### src/rtl/cfg_chain_loader.sv
// cfg_chain_loader: streams config words LSB-first onto a CLB slice config chain.
module cfg_chain_loader #(
  parameter int WORD_W    = 8,
  parameter int CHAIN_LEN = 12,
  parameter int CNT_W     = $clog2(CHAIN_LEN + 1)
) (
  input  logic              cclk,
  input  logic              rst_n,
  input  logic              start,
  input  logic              abort,
  input  logic [WORD_W-1:0] word_in,
  input  logic              word_valid,
  output logic              word_ready,
  output logic              cfg_bit,
  output logic              cfg_en,
  output logic              busy,
  output logic              done,
  output logic [CNT_W-1:0]  bit_cnt
);
  localparam int BL_W = $clog2(WORD_W + 1);
  typedef enum logic [1:0] {IDLE, LOAD, SHIFT, DONE} state_t;
  state_t            state_q, state_d;
  logic [WORD_W-1:0] shreg_q, shreg_d;
  logic [BL_W-1:0]   bits_left_q, bits_left_d;
  logic [CNT_W-1:0]  bit_cnt_q, bit_cnt_d;
  logic              last_chain, last_word;
  assign last_chain = bit_cnt_q == CNT_W'(CHAIN_LEN - 1);
  assign last_word  = bits_left_q == BL_W'(1);
  always_ff @(posedge cclk or negedge rst_n) begin
    if (!rst_n) begin
      state_q     <= IDLE;
      shreg_q     <= '0;
      bits_left_q <= '0;
      bit_cnt_q   <= '0;
    end else begin
      state_q     <= state_d;
      shreg_q     <= shreg_d;
      bits_left_q <= bits_left_d;
      bit_cnt_q   <= bit_cnt_d;
    end
  end
  // abort outranks everything, including a simultaneous start
  always_comb begin
    state_d     = state_q;
    shreg_d     = shreg_q;
    bits_left_d = bits_left_q;
    bit_cnt_d   = bit_cnt_q;
    if (abort) begin
      state_d     = IDLE;
      shreg_d     = '0;
      bits_left_d = '0;
      bit_cnt_d   = '0;
    end else begin
      case (state_q)
        IDLE, DONE: if (start) begin
          state_d   = LOAD;
          bit_cnt_d = '0;
        end
        LOAD: if (word_valid) begin
          state_d     = SHIFT;
          shreg_d     = word_in;
          bits_left_d = BL_W'(WORD_W);
        end
        SHIFT: begin
          bit_cnt_d   = bit_cnt_q + CNT_W'(1);
          shreg_d     = shreg_q >> 1;
          bits_left_d = bits_left_q - BL_W'(1);
          if (last_chain) state_d = DONE;
          else if (last_word && word_valid) begin
            shreg_d     = word_in;
            bits_left_d = BL_W'(WORD_W);
          end else if (last_word) state_d = LOAD;
        end
        default: state_d = IDLE;
      endcase
    end
  end
  always_comb begin
    busy       = state_q == LOAD || state_q == SHIFT;
    done       = state_q == DONE;
    cfg_en     = state_q == SHIFT;
    cfg_bit    = state_q == SHIFT ? shreg_q[0] : 1'b0;
    word_ready = !abort && (state_q == LOAD || (state_q == SHIFT && last_word && !last_chain));
    bit_cnt    = bit_cnt_q;
  end
endmodule

### config.mk
export PLATFORM = sky130hd
export DESIGN_NAME = cfg_chain_loader
export DESIGN_NICKNAME = d
export VERILOG_FILES = /design/src/rtl/cfg_chain_loader.sv
export SDC_FILE = /design/constraint.sdc
export NUM_CORES = 1
export LEC_CHECK = 0
export ABC_AREA = 1
export CORE_ASPECT_RATIO = 1.2
export CORE_UTILIZATION = 46
export CTS_CLUSTER_DIAMETER = 120
export DETAILED_ROUTE_END_ITERATION = 8
export GPL_ROUTABILITY_DRIVEN = 1
export GPL_TIMING_DRIVEN = 0
export PLACE_DENSITY = 0.85
export SYNTH_ARGS = -nofsm -noshare
export SYNTH_HDL_FRONTEND = slang
export SYNTH_SLANG_ARGS = --single-unit
### constraint.sdc
create_clock -name cclk -period 1.6 [get_ports cclk]
set_input_delay 0.48 -clock cclk [delete_from_list [all_inputs] [get_ports cclk]]
set_output_delay 0.48 -clock cclk [all_outputs]
set_load 0.05 [all_outputs]
==> impl_metrics.py, run 1 <==
metrics = {
    "synthesis": {
        "postSynthNetCount": 174,
        "synth_adder_area_share": 0.0654,
        "synth-seq-area-share": 0.392,
        "synthDominantCellAreaShare": 0.392,
        "synthTopCellsByArea": "sky130_fd_sc_hd__dfrtp_1 39%, sky130_fd_sc_hd__nand2_1 15%, sky130_fd_sc_hd__nand3_1 11%, sky130_fd_sc_hd__inv_1 8.2%, sky130_fd_sc_hd__ha_1 6.5%",
        "dominant_combinational_cell_family_by_area_after_synthesis": "simple AND/OR/NAND/NOR gates",
        "ys_warn_count": 0,
        "post_synth_inst_count": 155,
        "basic_gate_share_of_the_synthesized_area_counting_and_or_nand_and_nor_cells": 0.367,
        "synth_top_cell_by_area": "sky130_fd_sc_hd__dfrtp_1",
        "total_of_flip_flops_plus_latches_after_synthesis": 18,
        "synth-compound-area-share": 0.0621,
        "synth-xor-area-share": 0.0153,
        "avgSynthCellArea_sq_um": 7.41,
        "synth.distinct_cells": 20,
        "synth.cell_area_sq_um": 1150,
        "post_synth_mux_area_share": 0,
    },
    "routing": {
        "top_signal_layer_used": "met4",
        "postRouteWirelength_um": 2870,
        "met3_length_um": 92,
        "vias_per_cell": 5.03,
        "detail_route.drc_violations": 0,
        "antenna_violating_nets_post_route": 0,
        "vias": 1126,
        "routedWlPerCell_um": 12.8,
        "detail_route.first_pass.iterations": 4,
        "met2_wirelength_um": 1480,
        "drt_iter0_markers": 15,
        "wl_met1_um": 1230,
    },
    "grt": {
        "grt_max_degree": 19,
        "grt_pass1_wl_um": 4460,
        "antenna_found_initial": 0,
        "globalRoute.totalOverflow": 0,
        "first_global_vias": 1098,
        "grtUsageTotal": 0.227,
    },
    "power": {
        "cell_internal_pwr_mw": 1.28,
        "power.leakage_nw": 0.856,
        "sequentialPowerShare": 0.304,
        "switching_power_mw": 1.03,
        "clockPowerShare": 0.123,
        "power.ir.vdd_worst_mv": 1.26,
        "power.combinational.fraction": 0.573,
        "sw_frac_of_total": 0.446,
        "power_density_nw_per_um2": 1380,
    },
    "floorplanning": {
        "io_pins": 22,
        "floorplan.die.width_um": 47.6,
        "row_count": 19,
        "core_sq_um": 2330,
        "die_span_y_um": 56.7,
        "start_util": 0.493,
        "design.die.area_sq_um": 2700,
    },
    "cells_and_area": {
        "final_cell_area_sq_um": 1680,
        "nNetsFinal": 213,
        "layout-drive-gt1-share": 0.326,
        "post-route-util": 0.719,
        "area_growth_syn_to_fin_pct": 45.9,
        "final-instance-count-excl-fill": 224,
        "antenna-diode-count": 0,
    },
    "sta": {
        "finalHoldViolCount": 0,
        "unrepaired_setup_endpoints_after_global_routing": "yes",
        "timing.final.max_slew_violations": 0,
        "final_cycle_share": 1.18,
        "setup_ws_ns": -0.283,
        "final_setup_tns_ns": -1.81,
        "hold-worst-slack_ns": 0.494,
        "timing.max_slew.rel_slack": 0.437,
        "post-route-min-period_ns": 1.88,
        "tightestPinTransition_ns": 0.842,
        "finalClockSkew_ns": 0.00158,
        "achievable-frequency_ghz": 0.531,
        "setup_violations": 19,
    },
    "setup_path": {
        "timing.critical_path.from_type": "flip-flop",
        "end_kind": "output port",
        "path_cells": "inv_1 > ha_4 > inv_2 > o21ai_4 > buf_6",
        "crit_type": "flip-flop to output port",
        "max_stage_delay_ns": 0.47,
        "cp_max_fo": 4,
        "worst_ep_required_time_ns": 1.12,
        "timing.critical_path.slowest_stage_cell": "sky130_fd_sc_hd__dfrtp_2",
        "regToRegSetupSlack_ns": -0.09,
        "arrival_ns": 1.40,
    },
    "clock_network": {
        "ctsRootBufferMaster": "sky130_fd_sc_hd__clkbuf_4",
        "tritoncts": "built",
        "cts-buffers-inserted": 3,
        "clock_tree.buffer_depth": 2,
        "clkTransAtPathRegs_ns": 0.11,
        "insertion_delay_ns": 0.29,
        "clock_sink_count": 18,
        "ctsHtreeMaxLevel": 1,
    },
    "place": {
        "final_weighted_congestion_of_routability_driven_global_placement": 0.812,
        "placedInstanceArea_sq_um": 1470,
        "dp_cells": 207,
        "buffer_ports.inserted": 21,
        "place_hpwl_um": 1830,
    },
    "outcome": {
        "outcome": "finished, violations left",
        "violations": "negative setup slack",
    },
    "run": {
        "max_cap_viol_count": 0,
    },
    "min_path": {
        "hold_class": "flip-flop to flip-flop",
    },
}
==> per-stage QoR <==
step	total power, mW	worst slack (ns)
finish	2.31	-0.283
global route	2.46	-0.345
CTS	2.22	-0.281
detailed placement	1.73	-1.30
global placement	1.70	-1.27
floorplan	1.47	-0.0755
==> logic make-up after synthesis <==
logic type,after synthesis
xor gates and xnor gates,2
DFF,18
buffers and inverters,28
AOI/OAI and AO/OA,10
adders and majority gates,6
and+or+nand+nor,91
==> registers in the layout, summed over array words and instances (netlist names) <==
register     count
bits_left_q      4
bit_cnt          4
state_q          2
shreg_q          8
==> synth_stat cells <==
master and instances:
sky130_fd_sc_hd__a21oi_1 4, sky130_fd_sc_hd__buf_6 1, sky130_fd_sc_hd__dfrtp_1 18, sky130_fd_sc_hd__ha_1 6, sky130_fd_sc_hd__inv_1 25, sky130_fd_sc_hd__inv_2 2
sky130_fd_sc_hd__nand2_1 46, sky130_fd_sc_hd__nand2_2 3, sky130_fd_sc_hd__nand2_4 2, sky130_fd_sc_hd__nand3_1 25, sky130_fd_sc_hd__nand3_4 1, sky130_fd_sc_hd__nor2_1 11
sky130_fd_sc_hd__nor2_2 2, sky130_fd_sc_hd__nor2_4 1, sky130_fd_sc_hd__o2111ai_1 1, sky130_fd_sc_hd__o21ai_0 2, sky130_fd_sc_hd__o21bai_1 1, sky130_fd_sc_hd__o22ai_2 1
sky130_fd_sc_hd__o31ai_2 1, sky130_fd_sc_hd__xor2_1 2
==> power groups by stage <==
| stage | Sequential (mW) | Clock (mW) | Combinational, mW |
|---|---|---|---|
| finish | 0.702 | 0.283 | 1.32 |
| global route | 0.716 | 0.308 | 1.43 |
| CTS | 0.699 | 0.287 | 1.24 |
| detailed placement | 0.708 | 0 | 1.03 |
| global placement | 0.697 | 0 | 1.00 |
| floorplan | 0.722 | 0 | 0.749 |
==> per-layer routing <==
metal	track usage	up-vias
li1	-	565
met1	0.264	520
met2	0.399	33
met3	0.0322	8
met4	0.0833	0
met5	0	-
==> critical path, delay by kind of cell (launching register included) <==
kind                       cells  cell delay [ns]
adders and majority gates      1             0.17
DFF                            1             0.47
buffers and inverters          3             0.36
AOI/OAI and AO/OA              1             0.12
==> final cells by class <==
type                    count  area, sq um
inverters                  27          110
multi-input cells         109          702
fillers                   191          654
well taps                  31         38.8
repair buffers             34          320
flip-flops and latches     18          457
clock buffers               4         36.3
plain buffers               1         11.3
==> final timing paths <==
check / from / endpoint / cells after the start
min in group asynchronous: rst_n / shreg_q[7] / 1
max in group asynchronous: rst_n / bit_cnt[1] / 1
setup reg to reg: state_q[1] / bits_left_q[0] / 9
hold / removal: shreg_q[4] / shreg_q[4] / 2
hold reg to reg: shreg_q[4] / shreg_q[4] / 2
setup / recovery: state_q[1] / word_ready / 5
==> timing repair <==
| item | 4_1_cts | 5_1_grt |
|---|---|---|
| hold buffers | 0 | 0 |
| pin swaps | 2 | 1 |
| endpoints found under the setup margin | 19 | 23 |
| buffers inserted | 11 | 2 |
| gates resized for setup | 72 | 10 |
==> placed cells by master (no fill, tap or decap), types with 5 or more instances in the layout <==
cell type / netlist / routed
sky130_fd_sc_hd__buf_4: 0 / 11
sky130_fd_sc_hd__inv_1: 25 / 19
sky130_fd_sc_hd__clkdlybuf4s50_1: 0 / 11
sky130_fd_sc_hd__dfrtp_1: 18 / 13
sky130_fd_sc_hd__nand3_1: 25 / 25
sky130_fd_sc_hd__nor2_1: 11 / 11
sky130_fd_sc_hd__ha_4: 0 / 5
sky130_fd_sc_hd__dfrtp_2: 0 / 5
sky130_fd_sc_hd__nand2_1: 46 / 42
sky130_fd_sc_hd__nand2_4: 2 / 5
sky130_fd_sc_hd__inv_2: 2 / 5
No activity file was read; power rests on OpenSTA's default activity.
==> run 2: changes to the inputs <==
CORE_UTILIZATION = 51   (was 46)
PLACE_DENSITY = 0.89   (was 0.85)
clock period = 2.1 ns   (was 1.6 ns; I/O delays follow)
==> impl_metrics.py, run 2 (synthesized netlist as in run 1, its figures left out) <==
metrics = {
    "setup_path": {
        "crit_type": "flip-flop to output port",
        "worst_ep_required_time_ns": 1.47,
        "worst_reg2reg_path_endpoint": "shreg_q[2]",
        "timing.critical_path.slowest_stage_cell": "sky130_fd_sc_hd__dfrtp_1",
        "timing.critical_path.from_type": "flip-flop",
        "max_stage_delay_ns": 0.42,
        "path_cells": "ha_2 > nand2_2 > o2111ai_2 > o21ai_2 > buf_6",
        "ff2ff_path_depth": 8,
        "arrival_ns": 1.42,
        "regToRegSetupSlack_ns": 0.58,
        "end_kind": "output port",
        "cp_max_fo": 4,
        "regToRegStartpoint": "bit_cnt[0]",
    },
    "grt": {
        "grt_pass1_wl_um": 3810,
        "antenna_found_initial": 0,
        "first_global_vias": 926,
        "globalRoute.totalOverflow": 0,
        "grtUsageTotal": 0.215,
        "grt_max_degree": 19,
    },
    "clock_network": {
        "tritoncts": "built",
        "clkTransAtPathRegs_ns": 0.11,
        "ctsRootBufferMaster": "sky130_fd_sc_hd__clkbuf_4",
        "clock_sink_count": 18,
        "holdBufCountCts": 0,
        "clock_tree.buffer_depth": 2,
        "cts-buffers-inserted": 3,
        "insertion_delay_ns": 0.29,
        "ctsHtreeMaxLevel": 1,
    },
    "cells_and_area": {
        "nNetsFinal": 206,
        "layout-drive-gt1-share": 0.215,
        "final-instance-count-excl-fill": 216,
        "registers.top_by_ff_count": "shreg_q",
        "layout_common_cells": "44 x sky130_fd_sc_hd__nand2_1, 25 x sky130_fd_sc_hd__nand3_1, 23 x sky130_fd_sc_hd__inv_1",
        "fillCellCount": 162,
        "final_cell_area_sq_um": 1510,
        "antenna-diode-count": 0,
        "largest_reg_flops": 8,
        "area_growth_syn_to_fin_pct": 31.7,
        "layout_commonest_cell": "sky130_fd_sc_hd__nand2_1",
    },
    "sta": {
        "setup_violations": 0,
        "tightestPinTransition_ns": 0.829,
        "unrepaired_setup_endpoints_after_global_routing": "yes",
        "post-route-min-period_ns": 2.05,
        "final_setup_tns_ns": 0,
        "finalHoldViolCount": 0,
        "finalClockSkew_ns": 0.00685,
        "timing.max_slew.rel_slack": 0.446,
        "setup_ws_ns": 0.0524,
        "achievable-frequency_ghz": 0.488,
        "timing.final.max_slew_violations": 0,
        "final_cycle_share": 0.975,
    },
    "routing": {
        "vias": 1086,
        "drt_iter0_markers": 11,
        "antenna_violating_nets_post_route": 0,
        "postRouteWirelength_um": 2440,
        "detail_route.drc_violations": 0,
        "wl_met1_um": 1010,
        "detail_route.first_pass.iterations": 4,
        "met2_wirelength_um": 1300,
        "top_signal_layer_used": "met4",
        "vias_per_cell": 5.03,
        "routedWlPerCell_um": 11.3,
        "met3_length_um": 104,
    },
    "place": {
        "final_weighted_congestion_of_routability_driven_global_placement": 0.792,
        "place_hpwl_um": 1760,
        "placedInstanceArea_sq_um": 1410,
        "dp_cells": 206,
        "buffer_ports.inserted": 21,
        "dp_worst_setup_slack_ns": -1.17,
    },
    "power": {
        "power_density_nw_per_um2": 1020,
        "power.leakage_nw": 0.804,
        "power.ir.vdd_worst_mv": 0.817,
    },
    "floorplanning": {
        "die_span_y_um": 54.0,
        "row_count": 18,
        "core_sq_um": 2090,
        "io_pins": 22,
        "design.die.area_sq_um": 2450,
        "start_util": 0.548,
        "floorplan.die.width_um": 45.3,
    },
    "run": {
        "max_cap_viol_count": 0,
    },
    "min_path": {
        "hold_class": "flip-flop to flip-flop",
        "holdPathStages": 2,
        "worstHoldEndpoint": "shreg_q[4]",
        "worst_hold_startpoint": "shreg_q[4]",
    },
    "outcome": {
        "outcome": "finished, final reports clean",
    },
}
run 2: cell types whose count changed in the layout (fill, tap and decap cells not counted), sizes merged:
cell and change:
dlygate4sd2 +4, clkinvlp -1, inv +1, clkbuf +1
buf -13, clkdlybuf4s15 +1
run 2: how the worst max path moves through the flow:
stage | from | endpoint | slack (ns) | cells after the start
3_3_place_gp | abort | word_ready | -1.16 | 7
6_report | bit_cnt[0] | word_ready | 0.05 | 5
4_1_cts | abort | word_ready | -0.20 | 7
3_5_place_dp | abort | word_ready | -1.17 | 7
5_1_grt | bit_cnt[0] | word_ready | -0.02 | 5
2_1_floorplan | bit_cnt[1] | word_ready | 0.06 | 4
run 2: power breakdown:
part           internal, mW  leakage (nW)  switching, mW
sequential            0.449         0.236         0.0745
combinational         0.288         0.547          0.510
clock                 0.105        0.0210          0.111
total                 0.843         0.804          0.696
run 2: area by class of cell:
class | instances | area [sq um] | share of cell area
Tap cell | 30 | 37.5 | 0.0248
Clock buffer | 4 | 36.3 | 0.0240
Multi-Input combinational cell | 109 | 633 | 0.419
Buffer | 1 | 11.3 | 0.00744
Inverter | 27 | 104 | 0.0687
Sequential cell | 18 | 452 | 0.299
Timing Repair Buffer | 27 | 239 | 0.158
run 2: critical path, delay by kind of cell, from the launching register on:
kind,cells,cell delay (ns)
flip-flops,1,0.42
buffers and inverters,1,0.15
AND/OR/NAND/NOR,1,0.07
AO/OA/AOI/OAI,2,0.26
adder cells (fa/ha/maj),1,0.21
run 2: repair_timing:
| action | in CTS | in global routing |
|---|---|---|
| setup buffers | 0 | 6 |
| endpoints found under the setup margin | 9 | 3 |
| pin swaps | 0 | 2 |
| gates resized for setup | 26 | 13 |
run 2: per-layer routing:
layer	track usage	vias to the layer above
li1	-	545
met5	0	-
met2	0.372	33
met1	0.264	506
met3	0.0201	2
met4	0.106	0
run 2: metrics by stage:
step,util,hold slack [ns],total power [mW]
after floorplan,-,0.334,1.09
after global placement,0.674,0.461,1.26
after detailed placement,0.674,0.474,1.29
after CTS,0.689,0.499,1.49
after global routing,0.722,0.527,1.66
final,0.722,0.496,1.54
